[src/rtl/bmp_pkg.sv]
// rtl/bmp_pkg.sv - shared constants, field offsets and state type for the BMP stream parser
package bmp_pkg;

  localparam int BMP_HDR_BYTES = 54;
  localparam logic [7:0] MAGIC_B = 8'd66;
  localparam logic [7:0] MAGIC_M = 8'd77;

  localparam int OFS_OFFSET = 10;
  localparam int OFS_WIDTH  = 18;
  localparam int OFS_HEIGHT = 22;
  localparam int OFS_BPP    = 28;
  localparam int OFS_COMP   = 30;

  localparam int BPP_24 = 24;

  typedef enum logic [2:0] {
    ST_HDR,
    ST_SKIP,
    ST_PIX,
    ST_PAD,
    ST_DONE,
    ST_ERR
  } bmp_state_t;

  // (4 - (3*w mod 4)) mod 4 reduces to w mod 4 for 24-bit pixels.
  function automatic logic [1:0] bmp_row_pad(input logic [1:0] w_lsb);
    return w_lsb;
  endfunction

endpackage

[src/rtl/bmp_stream_parser_if.sv]
// rtl/bmp_stream_parser_if.sv - byte-in / pixel-out handshake bundle of the BMP parser
interface bmp_stream_parser_if;
  logic [7:0] byte_in;
  logic       byte_valid;
  logic       byte_ready;
  logic [7:0] R;
  logic [7:0] G;
  logic [7:0] B;
  logic       pix_valid;
  logic       pix_ready;
  logic       pix_eol;
  logic       pix_eof;

  modport master (
    output byte_in, byte_valid, pix_ready,
    input  byte_ready, R, G, B, pix_valid, pix_eol, pix_eof
  );

  modport slave (
    input  byte_in, byte_valid, pix_ready,
    output byte_ready, R, G, B, pix_valid, pix_eol, pix_eof
  );
endinterface

[src/rtl/bmp_hdr_decoder.sv]
// rtl/bmp_hdr_decoder.sv - counts the 54 header bytes, captures little-endian fields, validates them
module bmp_hdr_decoder
  import bmp_pkg::*;
#(
  parameter int MAX_WIDTH  = 1024,
  parameter int MAX_HEIGHT = 1024,
  parameter int DIM_W      = 16
) (
  input  logic             clk,
  input  logic             rst,
  input  logic             en_i,
  input  logic [7:0]       byte_i,
  output logic             magic_err_o,
  output logic             hdr_done_o,
  output logic             hdr_ok_o,
  output logic [DIM_W-1:0] width_o,
  output logic [DIM_W-1:0] height_o,
  output logic [15:0]      offset_o
);

  logic [5:0]  idx_q;
  logic [31:0] offset_q;
  logic [31:0] width_q;
  logic [31:0] height_q;
  logic [31:0] bpp_q;
  logic [31:0] comp_q;

  function automatic logic [31:0] put_byte(input logic [31:0] f, input logic [5:0] idx,
                                           input int base, input int nbytes, input logic [7:0] b);
    logic [31:0] r;
    logic [5:0]  lane;
    r    = f;
    lane = idx - 6'(base);
    if (lane < 6'(nbytes)) r[{lane[1:0], 3'b000} +: 8] = b;
    return r;
  endfunction

  always_ff @(posedge clk or posedge rst) begin
    if (rst) begin
      idx_q    <= '0;
      offset_q <= '0;
      width_q  <= '0;
      height_q <= '0;
      bpp_q    <= '0;
      comp_q   <= '0;
    end else if (en_i) begin
      idx_q    <= (idx_q == 6'(BMP_HDR_BYTES - 1)) ? 6'd0 : idx_q + 6'd1;
      offset_q <= put_byte(offset_q, idx_q, OFS_OFFSET, 4, byte_i);
      width_q  <= put_byte(width_q,  idx_q, OFS_WIDTH,  4, byte_i);
      height_q <= put_byte(height_q, idx_q, OFS_HEIGHT, 4, byte_i);
      bpp_q    <= put_byte(bpp_q,    idx_q, OFS_BPP,    2, byte_i);
      comp_q   <= put_byte(comp_q,   idx_q, OFS_COMP,   4, byte_i);
    end
  end

  assign hdr_done_o  = en_i && (idx_q == 6'(BMP_HDR_BYTES - 1));
  assign magic_err_o = en_i && (((idx_q == 6'd0) && (byte_i != MAGIC_B)) ||
                                ((idx_q == 6'd1) && (byte_i != MAGIC_M)));

  // Unsigned compares make a negative (bit 31 set) height fail the range check.
  assign hdr_ok_o = (bpp_q == 32'(BPP_24)) && (comp_q == 32'd0) &&
                    (offset_q >= 32'(BMP_HDR_BYTES)) && (offset_q[31:16] == 16'd0) &&
                    (width_q != 32'd0) && (width_q <= 32'(MAX_WIDTH)) &&
                    (height_q != 32'd0) && (height_q <= 32'(MAX_HEIGHT));

  assign width_o  = width_q[DIM_W-1:0];
  assign height_o = height_q[DIM_W-1:0];
  assign offset_o = offset_q[15:0];

endmodule

[src/rtl/bmp_stream_parser.sv]
// rtl/bmp_stream_parser.sv - 24-bit BMP byte stream to RGB pixel stream with row/frame flags
module bmp_stream_parser
  import bmp_pkg::*;
#(
  parameter int MAX_WIDTH  = 1024,
  parameter int MAX_HEIGHT = 1024,
  parameter int DIM_W      = 16
) (
  input  logic               clk,
  input  logic               rst,
  bmp_stream_parser_if.slave s,
  output logic [DIM_W-1:0]   img_width,
  output logic [DIM_W-1:0]   img_height,
  output logic               hdr_err,
  output logic               frame_done
);

  bmp_state_t       st_q;
  logic [1:0]       comp_q, pad_q, pad_cnt_q;
  logic [7:0]       b_tmp_q, g_tmp_q, r_q, g_q, b_q;
  logic [DIM_W-1:0] col_q, row_q, w_q, h_q;
  logic [15:0]      skip_q;
  logic             pix_valid_q, eol_q, eof_q, hdr_err_q, frame_done_q;

  logic             accept, in_hdr, last_col, last_row;
  logic             magic_err, hdr_done, hdr_ok;
  logic [DIM_W-1:0] dec_w, dec_h;
  logic [15:0]      dec_ofs;

  assign s.byte_ready = !(pix_valid_q && !s.pix_ready);
  assign accept       = s.byte_valid && s.byte_ready;
  // DONE lasts one cycle; a byte arriving then is already header byte 0 of the next file.
  assign in_hdr       = (st_q == ST_HDR) || (st_q == ST_DONE);
  assign last_col     = (col_q == w_q - DIM_W'(1));
  assign last_row     = (row_q == h_q - DIM_W'(1));

  bmp_hdr_decoder #(
    .MAX_WIDTH (MAX_WIDTH),
    .MAX_HEIGHT(MAX_HEIGHT),
    .DIM_W     (DIM_W)
  ) u_hdr (
    .clk        (clk),
    .rst        (rst),
    .en_i       (accept && in_hdr),
    .byte_i     (s.byte_in),
    .magic_err_o(magic_err),
    .hdr_done_o (hdr_done),
    .hdr_ok_o   (hdr_ok),
    .width_o    (dec_w),
    .height_o   (dec_h),
    .offset_o   (dec_ofs)
  );

  always_ff @(posedge clk or posedge rst) begin
    if (rst) begin
      st_q         <= ST_HDR;
      comp_q       <= '0;
      pad_q        <= '0;
      pad_cnt_q    <= '0;
      b_tmp_q      <= '0;
      g_tmp_q      <= '0;
      r_q          <= '0;
      g_q          <= '0;
      b_q          <= '0;
      col_q        <= '0;
      row_q        <= '0;
      w_q          <= '0;
      h_q          <= '0;
      skip_q       <= '0;
      pix_valid_q  <= 1'b0;
      eol_q        <= 1'b0;
      eof_q        <= 1'b0;
      hdr_err_q    <= 1'b0;
      frame_done_q <= 1'b0;
    end else begin
      frame_done_q <= 1'b0;
      if (pix_valid_q && s.pix_ready) pix_valid_q <= 1'b0;
      if (st_q == ST_DONE) st_q <= ST_HDR;
      if (accept) begin
        case (st_q)
          ST_HDR, ST_DONE: begin
            if (magic_err || (hdr_done && !hdr_ok)) begin
              st_q      <= ST_ERR;
              hdr_err_q <= 1'b1;
            end else if (hdr_done) begin
              w_q    <= dec_w;
              h_q    <= dec_h;
              col_q  <= '0;
              row_q  <= '0;
              comp_q <= '0;
              pad_q  <= bmp_row_pad(dec_w[1:0]);
              if (dec_ofs > 16'(BMP_HDR_BYTES)) begin
                skip_q <= dec_ofs - 16'(BMP_HDR_BYTES);
                st_q   <= ST_SKIP;
              end else begin
                st_q <= ST_PIX;
              end
            end
          end
          ST_SKIP: begin
            skip_q <= skip_q - 16'd1;
            if (skip_q == 16'd1) st_q <= ST_PIX;
          end
          ST_PIX: begin
            case (comp_q)
              2'd0: begin b_tmp_q <= s.byte_in; comp_q <= 2'd1; end
              2'd1: begin g_tmp_q <= s.byte_in; comp_q <= 2'd2; end
              default: begin
                comp_q      <= 2'd0;
                r_q         <= s.byte_in;
                g_q         <= g_tmp_q;
                b_q         <= b_tmp_q;
                pix_valid_q <= 1'b1;
                eol_q       <= last_col;
                eof_q       <= last_col && last_row;
                if (last_col) begin
                  col_q <= '0;
                  row_q <= row_q + DIM_W'(1);
                  if (pad_q != 2'd0) begin
                    pad_cnt_q <= pad_q;
                    st_q      <= ST_PAD;
                  end else if (last_row) begin
                    st_q         <= ST_DONE;
                    frame_done_q <= 1'b1;
                  end
                end else begin
                  col_q <= col_q + DIM_W'(1);
                end
              end
            endcase
          end
          ST_PAD: begin
            pad_cnt_q <= pad_cnt_q - 2'd1;
            if (pad_cnt_q == 2'd1) begin
              if (row_q == h_q) begin
                st_q         <= ST_DONE;
                frame_done_q <= 1'b1;
              end else begin
                st_q <= ST_PIX;
              end
            end
          end
          default: ;
        endcase
      end
    end
  end

  assign s.R        = r_q;
  assign s.G        = g_q;
  assign s.B        = b_q;
  assign s.pix_valid = pix_valid_q;
  assign s.pix_eol  = eol_q;
  assign s.pix_eof  = eof_q;
  assign img_width  = w_q;
  assign img_height = h_q;
  assign hdr_err    = hdr_err_q;
  assign frame_done = frame_done_q;

endmodule

[src/flat_wrapper.sv]
// flat-port wrapper written by rule: the top's interface ports become plain ports
module bmp_stream_parser_flat import bmp_pkg::*;
#(
  parameter int MAX_WIDTH  = 1024,
  parameter int MAX_HEIGHT = 1024,
  parameter int DIM_W      = 16
)
  (clk, rst, img_width, img_height, hdr_err, frame_done, s_byte_in, s_byte_valid, s_pix_ready, s_byte_ready, s_R, s_G, s_B, s_pix_valid, s_pix_eol, s_pix_eof);
  bmp_stream_parser_if s_i ();
  input  logic clk;
  input  logic rst;
  output logic [DIM_W-1:0] img_width;
  output logic [DIM_W-1:0] img_height;
  output logic hdr_err;
  output logic frame_done;
  input wire logic [$bits(s_i.byte_in)-1:0] s_byte_in;
  input wire logic [$bits(s_i.byte_valid)-1:0] s_byte_valid;
  input wire logic [$bits(s_i.pix_ready)-1:0] s_pix_ready;
  output wire logic [$bits(s_i.byte_ready)-1:0] s_byte_ready;
  output wire logic [$bits(s_i.R)-1:0] s_R;
  output wire logic [$bits(s_i.G)-1:0] s_G;
  output wire logic [$bits(s_i.B)-1:0] s_B;
  output wire logic [$bits(s_i.pix_valid)-1:0] s_pix_valid;
  output wire logic [$bits(s_i.pix_eol)-1:0] s_pix_eol;
  output wire logic [$bits(s_i.pix_eof)-1:0] s_pix_eof;
  assign s_i.byte_in = s_byte_in;
  assign s_i.byte_valid = s_byte_valid;
  assign s_i.pix_ready = s_pix_ready;
  assign s_byte_ready = s_i.byte_ready;
  assign s_R = s_i.R;
  assign s_G = s_i.G;
  assign s_B = s_i.B;
  assign s_pix_valid = s_i.pix_valid;
  assign s_pix_eol = s_i.pix_eol;
  assign s_pix_eof = s_i.pix_eof;
  bmp_stream_parser #(.MAX_WIDTH(MAX_WIDTH), .MAX_HEIGHT(MAX_HEIGHT), .DIM_W(DIM_W)) u_core (.clk(clk), .rst(rst), .s(s_i), .img_width(img_width), .img_height(img_height), .hdr_err(hdr_err), .frame_done(frame_done));
endmodule
[config.mk]
export PLATFORM = sky130hd
export DESIGN_NAME = bmp_stream_parser_flat
export DESIGN_NICKNAME = d
export VERILOG_FILES = /design/src/rtl/bmp_pkg.sv /design/src/rtl/bmp_stream_parser_if.sv /design/src/rtl/bmp_hdr_decoder.sv /design/src/rtl/bmp_stream_parser.sv /design/src/flat_wrapper.sv
export SDC_FILE = /design/constraint.sdc
export NUM_CORES = 1
export LEC_CHECK = 0
export CORE_MARGIN = 4
export CORE_UTILIZATION = 39
export CTS_BUF_LIST = sky130_fd_sc_hd__clkbuf_4
export CTS_CLUSTER_SIZE = 14
export DETAILED_ROUTE_END_ITERATION = 8
export GPL_TIMING_DRIVEN = 0
export PLACE_DENSITY = 0.66
export SETUP_SLACK_MARGIN = 0.5
export SYNTH_ARGS = -nofsm -noshare
export SYNTH_HDL_FRONTEND = slang
export SYNTH_HIERARCHICAL = 1
export SYNTH_SLANG_ARGS = --single-unit
[constraint.sdc]
create_clock -name clk -period 5.38 [get_ports clk]
set_input_delay 1.076 -clock clk [delete_from_list [all_inputs] [get_ports clk]]
set_output_delay 1.076 -clock clk [all_outputs]
set_load 0.03 [all_outputs]
==> flow_summary.toml, run 1 <==
[status]
outcome = "finished clean"

[setup_path]
end_kind = "flop"
crit_chain = "clkdlybuf4s50_1 -> nand2b_1 -> nand2_1 -> nor2_1 -> nand2b_1 -> or4_1 -> a21oi_1 -> nor2_1 -> nand2_1 -> buf_1 -> clkbuf_1 -> nand2_1 -> mux2i_1"
worstPathRequired_ns = 5.98
crit_fanout = 10
cp.depth = 13
startpoint = "s_pix_ready"
critPathMaxStageDelay_ns = 0.54
crit_arrival_ns = 5.23
critPathLaunchType = "input pin"
cpMostUsedCell = "nand2_1"
reg2reg_depth = 14
crit_slowest_cell = "nor2_1"
path_class = "in -> reg"
r2r-start = "u_core/st_q[0]$_DFF_PP0_"
critPathTopFamily = "simple AND/OR/NAND/NOR gates"
crit_buf_inv = 3

[layout]
nNetsFinal = 1671
area_delta_synth_final_pct = 16.36
fillerInstances = 3676
drive_gt1_share_pct = 22.76
final_cells = 2216

[sta]
fmax_ghz = 0.2158
setup_viol = 0
fin_crit_sh_pct = 86.14
relSlewSlack_pct = 9.116
period_needed_ns = 4.634
tightestPinTransition_ns = 1.353
hold_viol = 0
final_max_slew_viol_count = 0
rsz0062_at_grt = "no"
fin_skew_ns = 0.06115

[place]
hpwl_mm = 28.69
port_buffers = 73
place_inst = 2074
gp_congestion = 0.9180

[die]
die-area_um2 = 42390
fp-row-count = 72
die_h_um = 205.9
die_width_um = 205.9
coreArea_um2 = 38650
initial_utilization_pct = 39.52
ioPinCount = 74

[synthesis]
netlist_instances = 1478
synth_edf_count = 0
synth-adder-area-share_pct = 1.557
synth-compound-area-share_pct = 7.611
syn_nets = 1509
synth_common_cells = "298 x dfrtp_1, 219 x nand2_1, 177 x mux2_2"
yosys_warnings = 6
yosys.area_share.simple_pct = 18.94
synthMuxAreaShare_pct = 14.64
synth_most_common_cell = "dfrtp_1"
synth_top_area_share_pct = 48.83
syn_avg_cell_area_um2 = 10.33
synth_ff_type = "dfrtp_1"
synth_top_family_by_area = "simple AND/OR/NAND/NOR gates"
synth_cell_types = 80
async_flop_share_pct = 100.0
synth_area_leaders = "dfrtp_1 49%, mux2_2 13%, nand2_1 5.4%"
netlist_area_um2 = 15270
synth-xor-area-share_pct = 4.014
yosysSeqAreaShare_pct = 48.83
ys_ff_latch = 298
yosysTopAreaCell = "dfrtp_1"

[pwr]
switching_share_pct = 35.93
p_per_area_nw_per_um2 = 364.5
finalPower_mw = 6.478
ir_worst_vdd_uv = 203.7
power.leakage_nw = 8.265
internal_power_mw = 4.150
seqPwrFrac_pct = 41.7
netSwitchingPower_mw = 2.327
p_comb_share_pct = 27.8
clkPwrFrac_pct = 30.4

[global_routing]
antenna_found_initial = 1
grt_overflow = 0
grt_pass1_wl_mm = 63.74
grt_pass1_vias = 11730
grt_max_degree = 69
grt_usage_pct = 18.76

[clock_tree]
numCtsBuffers = 81
h-tree-depth = 3
cts_buffer_depth = 3
clockRootBuffer = "clkbuf_4"
clk_latency_ns = 0.75
clock-sinks = 298
clkTransAtPathRegs_ns = 0.07
post_cts_buffers = 0
postCtsHoldBufs = 0
cts_tree = "built"
cts_resized = 0

[route]
drt-total-wl_mm = 39.67
first_iter_violations = 884
routed_via_density = 5.335
drc = 0
postRouteAntennaNets = 0
routedWlPerCell_um = 17.90
drtPass1Iterations = 6
vias = 11820

[min_path]
hold_depth = 2
hp-start = "u_core/b_tmp_q[2]$_DFFE_PP0P_"
min_path_type = "reg -> reg"

[flow_run]
maxCapViolCount = 0
==> cell families after synthesis <==
logic type	after synthesis
simple gates	583
xor+xnor	70
buf+inv	128
fa+ha+maj	19
flops	298
mux	201
compound gates	179
==> worst min-delay path, stage by stage, from the launching register on <==
cell and delay, ns:
dfrtp_1 0.34, nand2_1 0.05, nand2_1 0.05
==> state kept, by name (all words and copies together), names as in the netlist, 2 cells and up <==
name                   cells
u_core/b_tmp_q             8
u_core/col_q              16
u_core/comp_q              2
u_core/g_tmp_q             8
u_core/img_height         16
u_core/img_width          15
u_core/pad_cnt_q           2
u_core/row_q              16
u_core/s.B                 8
u_core/s.G                 8
u_core/s.R                 8
u_core/skip_q             16
u_core/st_q                3
u_core/u_hdr/bpp_q        32
u_core/u_hdr/comp_q       32
u_core/u_hdr/height_q     32
u_core/u_hdr/idx_q         6
u_core/u_hdr/offset_q     32
u_core/u_hdr/width_q      32
==> through the flow <==
stage | util, % | area [um^2] | TNS [ns] | hold slack (ns) | setup slack, ns
after floorplan | - | 15280 | 0 | 0.4331 | 0.7780
after global placement | 43.09 | 16650 | -180.45 | 0.4478 | -1.392
after detailed placement | 43.39 | 16770 | 0 | 0.4515 | 0.06231
after CTS | 45.95 | 17760 | 0 | 0.4641 | 0.8427
after global routing | 45.98 | 17770 | 0 | 0.4789 | 0.5698
final | 45.98 | 17770 | 0 | 0.4640 | 0.7459
==> worst paths after layout <==
path / endpoint / slack, ns
max in group asynchronous: u_core/u_hdr/width_q[30]$_DFFE_PP0P_ / 3.60
worst max-delay path: u_core/row_q[2]$_DFFE_PP0P_ / 0.75
worst max register to register: u_core/row_q[2]$_DFFE_PP0P_ / 0.87
worst min-delay path: u_core/s.B[2]$_DFFE_PP0P_ / 0.46
worst min register to register: u_core/s.B[2]$_DFFE_PP0P_ / 0.46
min in group asynchronous: u_core/skip_q[12]$_DFFE_PP0P_ / 0.92
==> power by group through the flow <==
stage                     sequential, mW  clock [mW]  combinational [mW]
after CTS                           2.70        2.05                1.79
after global placement              2.73           0                1.75
after floorplan                     2.85           0                1.04
final                               2.70        1.97                1.80
after detailed placement            2.74           0                1.79
after global routing                2.73        2.17                1.97
==> per-layer routing <==
layer | track usage (%) | part of all wire (%)
met4 | 6.060 | 2.5
met3 | 3.986 | 6.1
met2 | 29.62 | 46
met1 | 25.98 | 45
met5 | 0 | 0
==> layout by cell type (no fill, tap or decap), drive strengths merged, types with 5 or more instances in the layout <==
cell type / n
o21ai: 58
clkbuf: 157
and3: 17
nand4: 27
nor4: 45
a21oi: 43
inv: 26
clkdlybuf4s50: 73
nand2b: 28
nand2: 223
nor3: 30
nor2: 105
dfrtp: 298
xor2: 23
clkinv: 20
or3: 8
o22ai: 5
a31oi: 7
buf: 65
nor2b: 7
mux2i: 22
o31ai: 16
mux2: 179
and2: 12
xnor2: 47
nand4b: 6
nand3: 38
or4: 11
ha: 19
==> layout make-up <==
class / instances / area, um^2 / area share (%)
well taps: 518 / 648.1 / 3.647
inverters: 25 / 102.6 / 0.5773
multi-input cells: 1052 / 7142 / 40.19
plain buffers: 103 / 579.3 / 3.260
repair buffers: 79 / 845.8 / 4.760
flip-flops and latches: 298 / 7457 / 41.96
clock inverters: 26 / 142.6 / 0.8026
clock buffers: 113 / 848.3 / 4.774
diodes: 2 / 5.005 / 0.02816
No activity file was read; power rests on OpenSTA's default activity.
==> run 2: changes to the inputs <==
Settings changed: SLEW_MARGIN from default to 30.
==> run 2 against run 1 <==
Against the previous run: clock-buffer cell count rose by 2; register-to-register slack barely moved; global-route usage rose by 0.13 points; clock power rose by 3%; critical path depth did not move; hold slack improved by 0.00096 ns; via count barely moved; critical path type unchanged; largest power group unchanged.
==> flow_summary.toml, run 2 (same netlist as run 1, synthesis figures left out) <==
[layout]
area_delta_synth_final_pct = 16.98
mostFrequentLayoutCells = "298 x dfrtp_1, 219 x nand2_1, 177 x mux2_2"
fillerInstances = 3644
post-route-util_pct = 46.23
drive_gt1_share_pct = 23.09
nNetsFinal = 1672
layout_commonest_cell = "dfrtp_1"

[sta]
fmax_ghz = 0.2192
rsz0062_at_grt = "no"
setup_viol = 0
whs_ns = 0.4649
relSlewSlack_pct = 43.86
final_max_slew_viol_count = 0
tightestPinTransition_ns = 0.8389
fin_skew_ns = 0.04745
hold_viol = 0
period_needed_ns = 4.562
fin_crit_sh_pct = 84.80

[setup_path]
crit_chain = "clkdlybuf4s50_1 -> nand2b_1 -> nand2_1 -> nor2_1 -> nand2b_1 -> or4_1 -> a21oi_1 -> nor2_1 -> nand2_1 -> buf_1 -> clkbuf_1 -> nand2_1 -> mux2i_1"
r2r-start = "u_core/st_q[0]$_DFF_PP0_"
crit_buf_inv = 3
critPathLaunchType = "input pin"
startpoint = "s_pix_ready"
worstPathRequired_ns = 5.99
cpMostUsedCell = "nand2_1"
crit_fanout = 10
critPathTopFamily = "simple AND/OR/NAND/NOR gates"
crit_slowest_cell = "nor2_1"
crit_arrival_ns = 5.17
end_kind = "flop"
path_class = "in -> reg"
critPathMaxStageDelay_ns = 0.50

[pwr]
p_comb_share_pct = 27.8
clkPwrFrac_pct = 31.0
power.leakage_nw = 8.320
seqPwrFrac_pct = 41.2
p_per_area_nw_per_um2 = 366.9
netSwitchingPower_mw = 2.339
switching_share_pct = 35.68
internal_power_mw = 4.217
ir_worst_vdd_uv = 189.8

[clock_tree]
numCtsBuffers = 81
post_cts_buffers = 0
clockRootBuffer = "clkbuf_4"
postCtsHoldBufs = 0
clock-sinks = 298
cts_resized = 0
cts_tree = "built"
h-tree-depth = 3
clk_latency_ns = 0.74
cts_buffer_depth = 3
clkTransAtPathRegs_ns = 0.06

[place]
port_buffers = 73
gp_congestion = 0.9180
hpwl_mm = 28.87

[global_routing]
grt_pass1_wl_mm = 64.20
antenna_found_initial = 1
grt_usage_pct = 18.90
grt_overflow = 0
grt_max_degree = 69
grt_pass1_vias = 11790

[route]
drt-total-wl_mm = 39.84
vias = 11820
wl_met1_mm = 18.15
postRouteAntennaNets = 0
routed.top_layer = "met4"
dr_wl_met2_mm = 18.83
wl_met3_mm = 1.956
routedWlPerCell_um = 17.97
routed_via_density = 5.329
first_iter_violations = 777
drc = 0
drtPass1Iterations = 5

[min_path]
min_path_type = "reg -> reg"
hp-start = "u_core/g_tmp_q[1]$_DFFE_PP0P_"

[die]
die_width_um = 205.9
ioPinCount = 74
die_h_um = 205.9
initial_utilization_pct = 39.52
die-area_um2 = 42390
fp-row-count = 72
coreArea_um2 = 38650

[flow_run]
maxCapViolCount = 0

[status]
outcome = "finished clean"
-- run 2: power by group through the flow --
stage	Clock, mW	Combinational (mW)	Sequential, mW
5_1_grt	2.23	1.99	2.74
3_3_place_gp	0	1.75	2.73
4_1_cts	2.11	1.81	2.70
2_1_floorplan	0	1.04	2.85
6_report	2.03	1.82	2.70
3_5_place_dp	0	1.80	2.74
-- run 2: final timing paths --
kind                       slack [ns]  depth (start not counted)                                   to
max in group asynchronous        3.49                          5  u_core/u_hdr/width_q[9]$_DFFE_PP0P_
max reg2reg                      0.88                         14          u_core/row_q[2]$_DFFE_PP0P_
min in group asynchronous        0.87                          2        u_core/skip_q[14]$_DFFE_PP0P_
min reg2reg                      0.46                          2            u_core/s.G[1]$_DFFE_PP0P_
max                              0.82                         13          u_core/row_q[2]$_DFFE_PP0P_
min                              0.46                          2            u_core/s.G[1]$_DFFE_PP0P_
-- run 2: layout make-up --
class                   instances  area (um^2)  area share (%)
clock buffers                 115        863.3           4.832
clock inverters                25        155.1          0.8684
diodes                          1        2.502         0.01401
repair buffers                 80        893.4           5.000
flip-flops and latches        298         7457           41.74
well taps                     518        648.1           3.628
plain buffers                 103        579.3           3.243
inverters                      25        105.1          0.5883
multi-input cells            1052         7162           40.09
-- run 2: layer usage --
metal | vias to the layer above | GRT usage (%)
li1 | 5579 | -
met4 | 0 | 5.751
met3 | 59 | 3.687
met1 | 5867 | 26.43
met2 | 310 | 29.95
met5 | - | 0
-- run 2: per-stage QoR --
step           instances  worst slack, ns  cell area (um^2)  TNS (ns)  power, mW
2_1_floorplan       1478           0.7780             15280         0      3.892
3_3_place_gp        2069           -1.392             16650   -180.45      4.484
3_5_place_dp        2076          0.06703             16840         0      4.544
4_1_cts             2216           0.8572             17860         0      6.618
5_1_grt             2217           0.5271             17870         0      6.958
6_report            2217           0.8179             17870         0      6.556
-- run 2: worst reg2reg max path: cells and delay by family (launching register included) --
family,cells,cell delay (ns)
AND/OR/NAND/NOR,7,1.87
AO/OA/AOI/OAI,1,0.35
multiplexers,1,0.24
buffers and inverters,5,1.62
flip-flops,1,0.36
==> run 3: changes to the inputs <==
Settings changed: PLACE_DENSITY 0.66 to 0.64.
Clock period 5.38 ns to 4.7 ns, I/O delays scaled along.
==> run 3 against run 2 <==
Against the previous run: core utilization rose by 0.55 points; sequential share of layout area fell by 0.49 points; cell count rose by 0.54%; routed wire length barely moved; clock skew rose by 0.0028 ns; critical endpoint is now u_core/row_q[15]$_DFFE_PP0P_; largest cell class unchanged; highest routed layer unchanged.
==> flow_summary.toml, run 3 (same netlist as run 1, synthesis figures left out) <==
[setup_path]
worstPathRequired_ns = 5.37
crit_arrival_ns = 4.65
path_class = "in -> reg"
crit_fanout = 11
r2r_end = "u_core/row_q[15]$_DFFE_PP0P_"
r2r-start = "u_core/u_hdr/height_q[13]$_DFFE_PP0P_"
rrSetupSlack_ns = 0.72
end_kind = "flop"
reg2reg_depth = 12
critPathLaunchType = "input pin"

[sta]
rsz0062_at_grt = "no"
setup_viol = 0
setup_ws_ns = 0.7133
period_needed_ns = 3.987
fin_crit_sh_pct = 84.82
relSlewSlack_pct = 41.26
whs_ns = 0.4643
fin_skew_ns = 0.05028
hold_viol = 0
fmax_ghz = 0.2508
final_max_slew_viol_count = 0
tightestPinTransition_ns = 0.8778

[clock_tree]
clkTransAtPathRegs_ns = 0.07
clockRootBuffer = "clkbuf_4"
cts_buffer_depth = 3
post_cts_buffers = 0
postCtsHoldBufs = 0
cts_tree = "built"
clk_latency_ns = 0.75
clock-sinks = 298
h-tree-depth = 3
numCtsBuffers = 84

[pwr]
ir_worst_vdd_uv = 216.6
p_per_area_nw_per_um2 = 420.6
internal_power_mw = 4.899
p_comb_share_pct = 27.9
netSwitchingPower_mw = 2.704
switching_share_pct = 35.56
clkPwrFrac_pct = 31.3
power.leakage_nw = 8.407
seqPwrFrac_pct = 40.8

[layout]
layout_commonest_cell = "dfrtp_1"
seq_area_um2 = 7457
mostFrequentLayoutCells = "298 x dfrtp_1, 219 x nand2_1, 177 x mux2_2"
multiInputGateArea_um2 = 7199
nNetsFinal = 1680
final_cells = 2229
drive_gt1_share_pct = 24.28
area_delta_synth_final_pct = 18.37
fillerInstances = 3605

[global_routing]
grt_pass1_wl_mm = 64.13
grt_pass1_vias = 11880
grt_usage_pct = 18.87
antenna_found_initial = 2
grt_max_degree = 32
grt_overflow = 0

[die]
die-area_um2 = 42390
die_width_um = 205.9
fp-row-count = 72
coreArea_um2 = 38650
ioPinCount = 74
die_h_um = 205.9
initial_utilization_pct = 39.52

[place]
pre_cts_ws_ns = -0.3532
port_buffers = 73
hpwl_mm = 28.93
gp_congestion = 0.8877
place_inst = 2081

[min_path]
hold_depth = 2
min_path_type = "reg -> reg"
holdPathEnd = "u_core/s.G[3]$_DFFE_PP0P_"
hp-start = "u_core/g_tmp_q[3]$_DFFE_PP0P_"

[route]
routed_via_density = 5.357
vias = 11940
drc = 0
first_iter_violations = 912
drt-total-wl_mm = 39.86
postRouteAntennaNets = 0
routedWlPerCell_um = 17.88
drtPass1Iterations = 6

[status]
outcome = "finished clean"

[flow_run]
maxCapViolCount = 0
## run 3: power groups by stage
stage	sequential, mW	combinational [mW]	clock (mW)
2_1_floorplan	3.26	1.20	0
3_3_place_gp	3.13	2.01	0
3_5_place_dp	3.14	2.08	0
4_1_cts	3.10	2.10	2.47
5_1_grt	3.13	2.32	2.61
6_report	3.10	2.12	2.38
## run 3: worst max-delay path: stages
cell             delay (ns)
clkdlybuf4s50_1        0.73
or4b_2                 0.78
o21ai_0                0.27
a21oi_2                0.15
a21oi_1                0.25
nor2b_1                0.25
o221ai_2               0.26
or4_1                  0.57
a21oi_1                0.20
mux2i_1                0.24
## run 3: final cells by class
type / count / area share [%]
flip-flops and latches: 298 / 41.25
clock inverters: 25 / 0.8721
diodes: 2 / 0.02769
multi-input cells: 1052 / 39.83
well taps: 518 / 3.585
clock buffers: 121 / 5.025
plain buffers: 103 / 3.232
inverters: 25 / 0.5606
repair buffers: 85 / 5.620
## run 3: repair_timing
item | 4_1_cts | 5_1_grt
endpoints found under the setup margin | 26 | 43
gates resized for setup | 3 | 14
gates cloned | 0 | 0
## run 3: worst max-delay path by stage
stage | from | to | slack, ns | cells past startpoint
after global routing | u_core/u_hdr/height_q[13]$_DFFE_PP0P_ | u_core/row_q[14]$_DFFE_PP0P_ | 0.52 | 12
after CTS | u_core/st_q[0]$_DFF_PP0_ | u_core/row_q[2]$_DFFE_PP0P_ | 0.42 | 14
after detailed placement | s_pix_ready | u_core/row_q[2]$_DFFE_PP0P_ | -0.35 | 13
final | s_byte_in[0] | u_core/row_q[15]$_DFFE_PP0P_ | 0.71 | 10
after global placement | s_pix_ready | u_core/row_q[2]$_DFFE_PP0P_ | -0.40 | 13
after floorplan | s_pix_ready | u_core/col_q[13]$_DFFE_PP0P_ | 0.84 | 14
## run 3: routing by layer
metal  vias to the layer above  track usage (%)  share of wire, %
li1                       5594                -                 -
met1                      5914            26.21                45
met2                       370            30.14                47
met3                        63            3.797               5.4
met4                         0            5.513               1.8
met5                         -                0                 0
## run 3: per-stage QoR
| stage | TNS (ns) | power [mW] | util (%) | area [um^2] |
|---|---|---|---|---|
| 2_1_floorplan | 0 | 4.455 | - | 15280 |
| 3_3_place_gp | -8.491 | 5.144 | 43.10 | 16660 |
| 6_report | 0 | 7.603 | 46.78 | 18080 |
| 5_1_grt | 0 | 8.068 | 46.78 | 18080 |
| 3_5_place_dp | -7.791 | 5.222 | 43.88 | 16960 |
| 4_1_cts | 0 | 7.664 | 46.68 | 18040 |
